===== src/rtl/z80fi_insn_capture.sv =====
// Builds one retirement packet per instruction from the core's trace strobes and
// emits it with a one-cycle z80fi_valid. Optional sticky error flag: Z80FI_CAPTURE_ERR_EN.
module z80fi_insn_capture #(
    parameter int MAX_INSN_LEN = 4,
    parameter int REGS_W       = 160
) (
    input  logic                      clk,
    input  logic                      reset,
    input  logic                      cpu_insn_start,
    input  logic                      cpu_insn_done,
    input  logic [REGS_W-1:0]         cpu_regs,
    input  logic                      cpu_fetch_valid,
    input  logic [7:0]                cpu_fetch_data,
    input  logic                      cpu_rd_valid,
    input  logic [15:0]               cpu_rd_addr,
    input  logic [7:0]                cpu_rd_data,
    input  logic                      cpu_wr_valid,
    input  logic [15:0]               cpu_wr_addr,
    input  logic [7:0]                cpu_wr_data,
    output logic                      z80fi_valid,
    output logic [8*MAX_INSN_LEN-1:0] z80fi_insn,
    output logic [2:0]                z80fi_insn_len,
    output logic [15:0]               z80fi_mem_raddr,
    output logic [15:0]               z80fi_mem_raddr2,
    output logic [7:0]                z80fi_mem_rdata,
    output logic [7:0]                z80fi_mem_rdata2,
    output logic [15:0]               z80fi_mem_waddr,
    output logic [15:0]               z80fi_mem_waddr2,
    output logic [7:0]                z80fi_mem_wdata,
    output logic [7:0]                z80fi_mem_wdata2,
    output logic [REGS_W-1:0]         z80fi_regs_in,
    output logic [REGS_W-1:0]         z80fi_regs_out,
    output logic                      capture_err
);

    localparam int         INSN_W  = 8 * MAX_INSN_LEN;
    localparam logic [2:0] MAX_LEN = 3'(MAX_INSN_LEN);

    typedef enum logic {
        S_IDLE    = 1'b0,
        S_COLLECT = 1'b1
    } state_t;

    state_t state_q, state_d;

    // Working packet
    logic [INSN_W-1:0] work_insn_q, work_insn_d;
    logic [2:0]        work_len_q, work_len_d;
    logic [1:0]        work_rcnt_q, work_rcnt_d;
    logic [1:0]        work_wcnt_q, work_wcnt_d;
    logic [15:0]       work_raddr_q, work_raddr_d, work_raddr2_q, work_raddr2_d;
    logic [7:0]        work_rdata_q, work_rdata_d, work_rdata2_q, work_rdata2_d;
    logic [15:0]       work_waddr_q, work_waddr_d, work_waddr2_q, work_waddr2_d;
    logic [7:0]        work_wdata_q, work_wdata_d, work_wdata2_q, work_wdata2_d;
    logic [REGS_W-1:0] work_regs_in_q, work_regs_in_d;

    // Output register
    logic              out_valid_q, out_valid_d;
    logic [INSN_W-1:0] out_insn_q, out_insn_d;
    logic [2:0]        out_len_q, out_len_d;
    logic [15:0]       out_raddr_q, out_raddr_d, out_raddr2_q, out_raddr2_d;
    logic [7:0]        out_rdata_q, out_rdata_d, out_rdata2_q, out_rdata2_d;
    logic [15:0]       out_waddr_q, out_waddr_d, out_waddr2_q, out_waddr2_d;
    logic [7:0]        out_wdata_q, out_wdata_d, out_wdata2_q, out_wdata2_d;
    logic [REGS_W-1:0] out_regs_in_q, out_regs_in_d;
    logic [REGS_W-1:0] out_regs_out_q, out_regs_out_d;

    logic active, retire, fetch_en, rd_en, wr_en;

    assign active   = cpu_insn_start || (state_q == S_COLLECT);
    assign retire   = (state_q == S_COLLECT) && cpu_insn_done;
    assign fetch_en = active && cpu_fetch_valid;
    assign rd_en    = active && cpu_rd_valid;
    assign wr_en    = active && cpu_wr_valid;

    // A start wipes the packet before this cycle's strobes are applied
    logic [INSN_W-1:0] base_insn, upd_insn;
    logic [2:0]        base_len, upd_len;
    logic [1:0]        base_rcnt, upd_rcnt, base_wcnt, upd_wcnt;
    logic [15:0]       base_raddr, base_raddr2, base_waddr, base_waddr2;
    logic [7:0]        base_rdata, base_rdata2, base_wdata, base_wdata2;
    logic [15:0]       upd_raddr, upd_raddr2, upd_waddr, upd_waddr2;
    logic [7:0]        upd_rdata, upd_rdata2, upd_wdata, upd_wdata2;

    assign base_insn   = cpu_insn_start ? '0 : work_insn_q;
    assign base_len    = cpu_insn_start ? '0 : work_len_q;
    assign base_rcnt   = cpu_insn_start ? '0 : work_rcnt_q;
    assign base_wcnt   = cpu_insn_start ? '0 : work_wcnt_q;
    assign base_raddr  = cpu_insn_start ? '0 : work_raddr_q;
    assign base_raddr2 = cpu_insn_start ? '0 : work_raddr2_q;
    assign base_rdata  = cpu_insn_start ? '0 : work_rdata_q;
    assign base_rdata2 = cpu_insn_start ? '0 : work_rdata2_q;
    assign base_waddr  = cpu_insn_start ? '0 : work_waddr_q;
    assign base_waddr2 = cpu_insn_start ? '0 : work_waddr2_q;
    assign base_wdata  = cpu_insn_start ? '0 : work_wdata_q;
    assign base_wdata2 = cpu_insn_start ? '0 : work_wdata2_q;

    generate
        for (genvar gi = 0; gi < MAX_INSN_LEN; gi++) begin : g_insn_byte
            assign upd_insn[8*gi +: 8] = (fetch_en && (base_len == 3'(gi)))
                                         ? cpu_fetch_data : base_insn[8*gi +: 8];
        end
    endgenerate

    assign upd_len = (fetch_en && (base_len != MAX_LEN)) ? base_len + 3'd1 : base_len;

    always_comb begin
        upd_raddr  = base_raddr;
        upd_rdata  = base_rdata;
        upd_raddr2 = base_raddr2;
        upd_rdata2 = base_rdata2;
        upd_rcnt   = base_rcnt;
        if (rd_en) begin
            case (base_rcnt)
                2'd0: begin
                    upd_raddr = cpu_rd_addr;
                    upd_rdata = cpu_rd_data;
                    upd_rcnt  = 2'd1;
                end
                2'd1: begin
                    upd_raddr2 = cpu_rd_addr;
                    upd_rdata2 = cpu_rd_data;
                    upd_rcnt   = 2'd2;
                end
                default: ;
            endcase
        end
    end

    always_comb begin
        upd_waddr  = base_waddr;
        upd_wdata  = base_wdata;
        upd_waddr2 = base_waddr2;
        upd_wdata2 = base_wdata2;
        upd_wcnt   = base_wcnt;
        if (wr_en) begin
            case (base_wcnt)
                2'd0: begin
                    upd_waddr = cpu_wr_addr;
                    upd_wdata = cpu_wr_data;
                    upd_wcnt  = 2'd1;
                end
                2'd1: begin
                    upd_waddr2 = cpu_wr_addr;
                    upd_wdata2 = cpu_wr_data;
                    upd_wcnt   = 2'd2;
                end
                default: ;
            endcase
        end
    end

    always_comb begin
        state_d        = state_q;
        work_insn_d    = work_insn_q;
        work_len_d     = work_len_q;
        work_rcnt_d    = work_rcnt_q;
        work_wcnt_d    = work_wcnt_q;
        work_raddr_d   = work_raddr_q;
        work_rdata_d   = work_rdata_q;
        work_raddr2_d  = work_raddr2_q;
        work_rdata2_d  = work_rdata2_q;
        work_waddr_d   = work_waddr_q;
        work_wdata_d   = work_wdata_q;
        work_waddr2_d  = work_waddr2_q;
        work_wdata2_d  = work_wdata2_q;
        work_regs_in_d = work_regs_in_q;
        out_valid_d    = 1'b0;
        out_insn_d     = out_insn_q;
        out_len_d      = out_len_q;
        out_raddr_d    = out_raddr_q;
        out_rdata_d    = out_rdata_q;
        out_raddr2_d   = out_raddr2_q;
        out_rdata2_d   = out_rdata2_q;
        out_waddr_d    = out_waddr_q;
        out_wdata_d    = out_wdata_q;
        out_waddr2_d   = out_waddr2_q;
        out_wdata2_d   = out_wdata2_q;
        out_regs_in_d  = out_regs_in_q;
        out_regs_out_d = out_regs_out_q;

        // With a same-cycle start, this cycle's strobes belong to the new packet,
        // so the retiring packet is the working packet as it stood.
        if (retire) begin
            out_valid_d    = 1'b1;
            out_insn_d     = cpu_insn_start ? work_insn_q   : upd_insn;
            out_len_d      = cpu_insn_start ? work_len_q    : upd_len;
            out_raddr_d    = cpu_insn_start ? work_raddr_q  : upd_raddr;
            out_rdata_d    = cpu_insn_start ? work_rdata_q  : upd_rdata;
            out_raddr2_d   = cpu_insn_start ? work_raddr2_q : upd_raddr2;
            out_rdata2_d   = cpu_insn_start ? work_rdata2_q : upd_rdata2;
            out_waddr_d    = cpu_insn_start ? work_waddr_q  : upd_waddr;
            out_wdata_d    = cpu_insn_start ? work_wdata_q  : upd_wdata;
            out_waddr2_d   = cpu_insn_start ? work_waddr2_q : upd_waddr2;
            out_wdata2_d   = cpu_insn_start ? work_wdata2_q : upd_wdata2;
            out_regs_in_d  = work_regs_in_q;
            out_regs_out_d = cpu_regs;
        end

        if (active) begin
            work_insn_d   = upd_insn;
            work_len_d    = upd_len;
            work_rcnt_d   = upd_rcnt;
            work_wcnt_d   = upd_wcnt;
            work_raddr_d  = upd_raddr;
            work_rdata_d  = upd_rdata;
            work_raddr2_d = upd_raddr2;
            work_rdata2_d = upd_rdata2;
            work_waddr_d  = upd_waddr;
            work_wdata_d  = upd_wdata;
            work_waddr2_d = upd_waddr2;
            work_wdata2_d = upd_wdata2;
        end

        if (cpu_insn_start) begin
            work_regs_in_d = cpu_regs;
            state_d        = S_COLLECT;
        end else if (retire) begin
            state_d = S_IDLE;
        end
    end

    always_ff @(posedge clk) begin
        if (reset) begin
            state_q        <= S_IDLE;
            work_insn_q    <= '0;
            work_len_q     <= '0;
            work_rcnt_q    <= '0;
            work_wcnt_q    <= '0;
            work_raddr_q   <= '0;
            work_rdata_q   <= '0;
            work_raddr2_q  <= '0;
            work_rdata2_q  <= '0;
            work_waddr_q   <= '0;
            work_wdata_q   <= '0;
            work_waddr2_q  <= '0;
            work_wdata2_q  <= '0;
            work_regs_in_q <= '0;
            out_valid_q    <= 1'b0;
            out_insn_q     <= '0;
            out_len_q      <= '0;
            out_raddr_q    <= '0;
            out_rdata_q    <= '0;
            out_raddr2_q   <= '0;
            out_rdata2_q   <= '0;
            out_waddr_q    <= '0;
            out_wdata_q    <= '0;
            out_waddr2_q   <= '0;
            out_wdata2_q   <= '0;
            out_regs_in_q  <= '0;
            out_regs_out_q <= '0;
        end else begin
            state_q        <= state_d;
            work_insn_q    <= work_insn_d;
            work_len_q     <= work_len_d;
            work_rcnt_q    <= work_rcnt_d;
            work_wcnt_q    <= work_wcnt_d;
            work_raddr_q   <= work_raddr_d;
            work_rdata_q   <= work_rdata_d;
            work_raddr2_q  <= work_raddr2_d;
            work_rdata2_q  <= work_rdata2_d;
            work_waddr_q   <= work_waddr_d;
            work_wdata_q   <= work_wdata_d;
            work_waddr2_q  <= work_waddr2_d;
            work_wdata2_q  <= work_wdata2_d;
            work_regs_in_q <= work_regs_in_d;
            out_valid_q    <= out_valid_d;
            out_insn_q     <= out_insn_d;
            out_len_q      <= out_len_d;
            out_raddr_q    <= out_raddr_d;
            out_rdata_q    <= out_rdata_d;
            out_raddr2_q   <= out_raddr2_d;
            out_rdata2_q   <= out_rdata2_d;
            out_waddr_q    <= out_waddr_d;
            out_wdata_q    <= out_wdata_d;
            out_waddr2_q   <= out_waddr2_d;
            out_wdata2_q   <= out_wdata2_d;
            out_regs_in_q  <= out_regs_in_d;
            out_regs_out_q <= out_regs_out_d;
        end
    end

`ifdef Z80FI_CAPTURE_ERR_EN
    logic err_q, err_d;
    logic ovf_err, idle_err, restart_err;

    assign ovf_err     = (fetch_en && (base_len == MAX_LEN)) ||
                         (rd_en && (base_rcnt == 2'd2)) ||
                         (wr_en && (base_wcnt == 2'd2));
    // Done is never meaningful in IDLE, even alongside a start
    assign idle_err    = (state_q == S_IDLE) &&
                         (cpu_insn_done ||
                          (!cpu_insn_start && (cpu_fetch_valid || cpu_rd_valid || cpu_wr_valid)));
    assign restart_err = (state_q == S_COLLECT) && cpu_insn_start && !cpu_insn_done;

    always_comb begin
        err_d = err_q | ovf_err | idle_err | restart_err;
    end

    always_ff @(posedge clk) begin
        if (reset) begin
            err_q <= 1'b0;
        end else begin
            err_q <= err_d;
        end
    end

    assign capture_err = err_q;
`else
    assign capture_err = 1'b0;
`endif

    assign z80fi_valid      = out_valid_q;
    assign z80fi_insn       = out_insn_q;
    assign z80fi_insn_len   = out_len_q;
    assign z80fi_mem_raddr  = out_raddr_q;
    assign z80fi_mem_rdata  = out_rdata_q;
    assign z80fi_mem_raddr2 = out_raddr2_q;
    assign z80fi_mem_rdata2 = out_rdata2_q;
    assign z80fi_mem_waddr  = out_waddr_q;
    assign z80fi_mem_wdata  = out_wdata_q;
    assign z80fi_mem_waddr2 = out_waddr2_q;
    assign z80fi_mem_wdata2 = out_wdata2_q;
    assign z80fi_regs_in    = out_regs_in_q;
    assign z80fi_regs_out   = out_regs_out_q;

endmodule

===== config.mk =====
export PLATFORM = sky130hd
export DESIGN_NAME = z80fi_insn_capture
export DESIGN_NICKNAME = d
export VERILOG_FILES = /design/src/rtl/z80fi_insn_capture.sv
export SDC_FILE = /design/constraint.sdc
export NUM_CORES = 1
export LEC_CHECK = 0
export CORE_UTILIZATION = 40
export DETAILED_ROUTE_END_ITERATION = 16
export GPL_TIMING_DRIVEN = 0
export PLACE_DENSITY = 0.7
export SYNTH_ARGS = -nofsm -noshare
export SYNTH_HDL_FRONTEND = slang
export SYNTH_SLANG_ARGS = --single-unit

===== constraint.sdc =====
create_clock -name clk -period 2.1 [get_ports clk]
set_clock_uncertainty 0.05 [all_clocks]
set_input_delay 0.42 -clock clk [delete_from_list [all_inputs] [get_ports clk]]
set_output_delay 0.42 -clock clk [all_outputs]
set_load 0.005 [all_outputs]

==> metrics.json <==
{
  "n_fill_cell": 6006,
  "ctsRootBufferMaster": "sky130_fd_sc_hd__clkbuf_16",
  "drt-vias-per-instance": 5.207,
  "grt_overflow_total": 0,
  "synth.lib_cells_used.distinct": 46,
  "syn-instance-count": 2915,
  "timing.hold.ws_ns": 0.2877,
  "muxShareOfSynthArea": 0.09404,
  "highest_clock_rate_mhz": 475.9,
  "grt_pass1_wl_um": 142200,
  "cp-start-kind": "flop",
  "critical-path-top-delay-family": "buffers and inverters",
  "maxCapViolCount": 0,
  "synthesis.area_sq_um": 27250,
  "tritoncts": "done",
  "finalCriticalPeriod_ns": 2.101,
  "synth_top_family_by_area": "compound AO/OA/AOI/OAI gates",
  "path_clk_slew_ns": 0.06,
  "gp_congestion": 0.9105,
  "antenna_found_initial": 16,
  "synthXorXnorAreaFrac": 0,
  "fraction_of_the_mapped_netlist_area_in_compound_gates": 0.1622,
  "final.period_utilization": 1.001,
  "ir_worst_vdd_mv": 0.6015,
  "timing_max_transition_violations_final": 0,
  "finalWorstSetupSlack_ns": -0.001249,
  "post-synth-top-area-cell": "sky130_fd_sc_hd__dfxtp_1",
  "synth_seq_cells": 748,
  "die_h_um": 263.0,
  "postRouteWirelength_um": 96530,
  "cts_max_path_buffers": 3,
  "netlist_top_cells_area": "sky130_fd_sc_hd__dfxtp_1 (55%), sky130_fd_sc_hd__mux2i_1 (9.4%), sky130_fd_sc_hd__nand2_1 (8.9%)",
  "regToRegSetupSlack_ns": 0.04,
  "drc_markers": 0,
  "placed_cells": 4460,
  "critical_path.slowest_cell": "sky130_fd_sc_hd__clkdlybuf4s50_1",
  "violations": "negative setup slack",
  "drive_above_1_share": 0.08470,
  "synth-adder-area-share": 0.004592,
  "dr.pass1.iters": 5,
  "run_status": "complete, but fails checks",
  "number_of_vias_in_the_routed_layout": 24040,
  "number_of_enable_flip_flop_cells_after_synthesis": 0,
  "cts_buffers": 80,
  "grt_max_degree": 14,
  "mappedNetlistNets": 3148,
  "final_cells": 4617,
  "pwr_density_cell_nw_per_um2": 859.1,
  "worstPathMaxFanout": 2,
  "relSlewSlack": 0.3119,
  "setup_tns_ns": -0.001249,
  "grt_pass1_vias": 22930,
  "route.detailed.wl_per_inst_um": 20.91,
  "final_hold_viol_count": 0,
  "finish.net_count": 3902,
  "synth_ff_type": "sky130_fd_sc_hd__dfxtp_1",
  "die_width_um": 263.0,
  "final_common_cell": "sky130_fd_sc_hd__dfxtp_1",
  "synth_sequential_area_ratio": 0.5495,
  "initial_utilization": 0.4050,
  "leakage_nw": 14.68,
  "most-common-layout-cells": "sky130_fd_sc_hd__dfxtp_1 (745), sky130_fd_sc_hd__clkdlybuf4s50_1 (660), sky130_fd_sc_hd__nand2_1 (648), sky130_fd_sc_hd__a21oi_1 (334), sky130_fd_sc_hd__nor2_1 (307)",
  "hold_path.class": "in2reg",
  "design.die.area_sq_um": 69170,
  "cp_num_buf_inv": 1,
  "areaGrowthSynthToFinish_pct": 38.90,
  "syn_avg_cell_area_sq_um": 9.348,
  "port_buffers": 672,
  "worst_skew_pair.late_latency_ns": 0.61,
  "drt_first_iter_violations": 1767,
  "cp_data_arrival_time_ns": 1.63,
  "worstPathCellList": "clkdlybuf4s50_1",
  "synth-async-reset-ratio": 0,
  "cp.required_ns": 1.63,
  "htree_levels": 3,
  "antenna_left": 0,
  "standard_cell_core_area_sq_um": 67280,
  "floorplan.io_pins": 676,
  "critical_path_class": "reg2out",
  "simple_gate_share_of_the_synthesized_area": 0.1419,
  "worst-slew-pin-transition_ns": 1.032,
  "critical_path.endpoint_type": "output pin",
  "setup_violations": 1,
  "post-synth-top-area-fraction": 0.5495,
  "cts_sinks": 748,
  "rows": 95,
  "synthesis.yosys.warnings": 0,
  "grt_usage": 0.2679,
  "critPathMaxStageDelay_ns": 0.68,
  "design_power_total_mw": 32.52,
  "detailed_place_hpwl_um": 71160
}
state kept, by name (all words and copies together), names as in the netlist, 16 cells and up:
register	count
z80fi_mem_raddr2	16
z80fi_mem_waddr2	16
z80fi_regs_in	160
work_raddr_q	16
work_waddr_q	16
z80fi_mem_raddr	16
work_waddr2_q	16
work_insn_q	32
z80fi_regs_out	160
z80fi_insn	32
work_raddr2_q	16
z80fi_mem_waddr	16
work_regs_in_q	160
synth_stat cells (2+ instances only):
cell / number
sky130_fd_sc_hd__a22o_1: 112
sky130_fd_sc_hd__nand4b_1: 4
sky130_fd_sc_hd__a211o_1: 4
sky130_fd_sc_hd__and3_1: 2
sky130_fd_sc_hd__o2111a_1: 2
sky130_fd_sc_hd__nand2_1: 648
sky130_fd_sc_hd__and2_1: 5
sky130_fd_sc_hd__o22a_1: 4
sky130_fd_sc_hd__a2111oi_2: 24
sky130_fd_sc_hd__nor2_1: 308
sky130_fd_sc_hd__o211ai_1: 16
sky130_fd_sc_hd__inv_1: 8
sky130_fd_sc_hd__nor2b_1: 3
sky130_fd_sc_hd__buf_6: 10
sky130_fd_sc_hd__dfxtp_1: 748
sky130_fd_sc_hd__buf_8: 9
sky130_fd_sc_hd__clkbuf_1: 93
sky130_fd_sc_hd__o21ai_0: 13
sky130_fd_sc_hd__ha_1: 10
sky130_fd_sc_hd__mux2i_1: 256
sky130_fd_sc_hd__a21oi_1: 335
sky130_fd_sc_hd__buf_2: 95
sky130_fd_sc_hd__buf_4: 18
sky130_fd_sc_hd__a21oi_2: 4
sky130_fd_sc_hd__nand2b_1: 5
sky130_fd_sc_hd__nor3_1: 9
sky130_fd_sc_hd__a211oi_1: 129
sky130_fd_sc_hd__buf_1: 16
sky130_fd_sc_hd__a22oi_1: 8
where the power goes:
| group | total [mW] | internal, mW | switching [mW] |
|---|---|---|---|
| clock | 14.3 | 8.34 | 5.91 |
| combinational | 3.19 | 1.52 | 1.67 |
| sequential | 15.1 | 14.8 | 0.319 |
path summary, 6_finish.rpt:
check,startpoint,to,depth (start not counted)
setup / recovery,z80fi_regs_out[149]$_SDFFE_PP0P_,z80fi_regs_out[149],1
hold reg to reg,work_regs_in_q[142]$_SDFFE_PP0P_,z80fi_regs_in[142]$_SDFFE_PP0P_,2
setup reg to reg,state_q$_SDFFE_PP0P_,z80fi_regs_out[92]$_SDFFE_PP0P_,6
hold / removal,cpu_fetch_valid,work_len_q[0]$_SDFFE_PP0N_,4
per-layer routing:
layer / vias to the layer above / GRT usage / wire length, um
met5: - / 0 / 49
met4: 6 / 0.1487 / 5235
met3: 243 / 0.06164 / 6287
met2: 843 / 0.4381 / 45310
met1: 11450 / 0.3254 / 39650
li1: 11490 / - / -
metrics by stage:
step | area [sq um] | setup slack, ns | util
detailed placement | 35090 | -1.092 | 0.5216
global route | 37840 | -0.0007454 | 0.5625
floorplan | 27270 | 0.01518 | -
CTS | 37770 | 0.00008704 | 0.5614
global placement | 35090 | -1.073 | 0.5216
finish | 37850 | -0.001249 | 0.5626
what timing repair did:
item                                    in CTS  in global routing
cloned                                       0                  0
gates resized for setup                     24                 25
endpoints found under the setup margin     632                222
endpoints found under the hold margin        0                  0
setup buffers                                0                  0
hold buffers                                 0                  0
cell type report:
cell class	instances	area (sq um)	area share
antenna	13	32.53	0.0008595
buffer	241	1329	0.03511
clock buffer	110	2266	0.05987
clock inverter	34	386.6	0.01021
inverter	8	30.03	0.0007934
multi-input combinational	1918	11010	0.2909
sequential	748	14980	0.3958
tap	873	1092	0.02886
timing repair buffer	672	6723	0.1776
cells by family after synthesis:
group | Yosys count
multiplexers | 256
other | 1
flip-flops | 748
buffers and inverters | 249
AO/OA/AOI/OAI | 657
adder cells (fa/ha/maj) | 10
AND/OR/NAND/NOR | 994
Note: power is estimated with default switching activity, not from simulation.
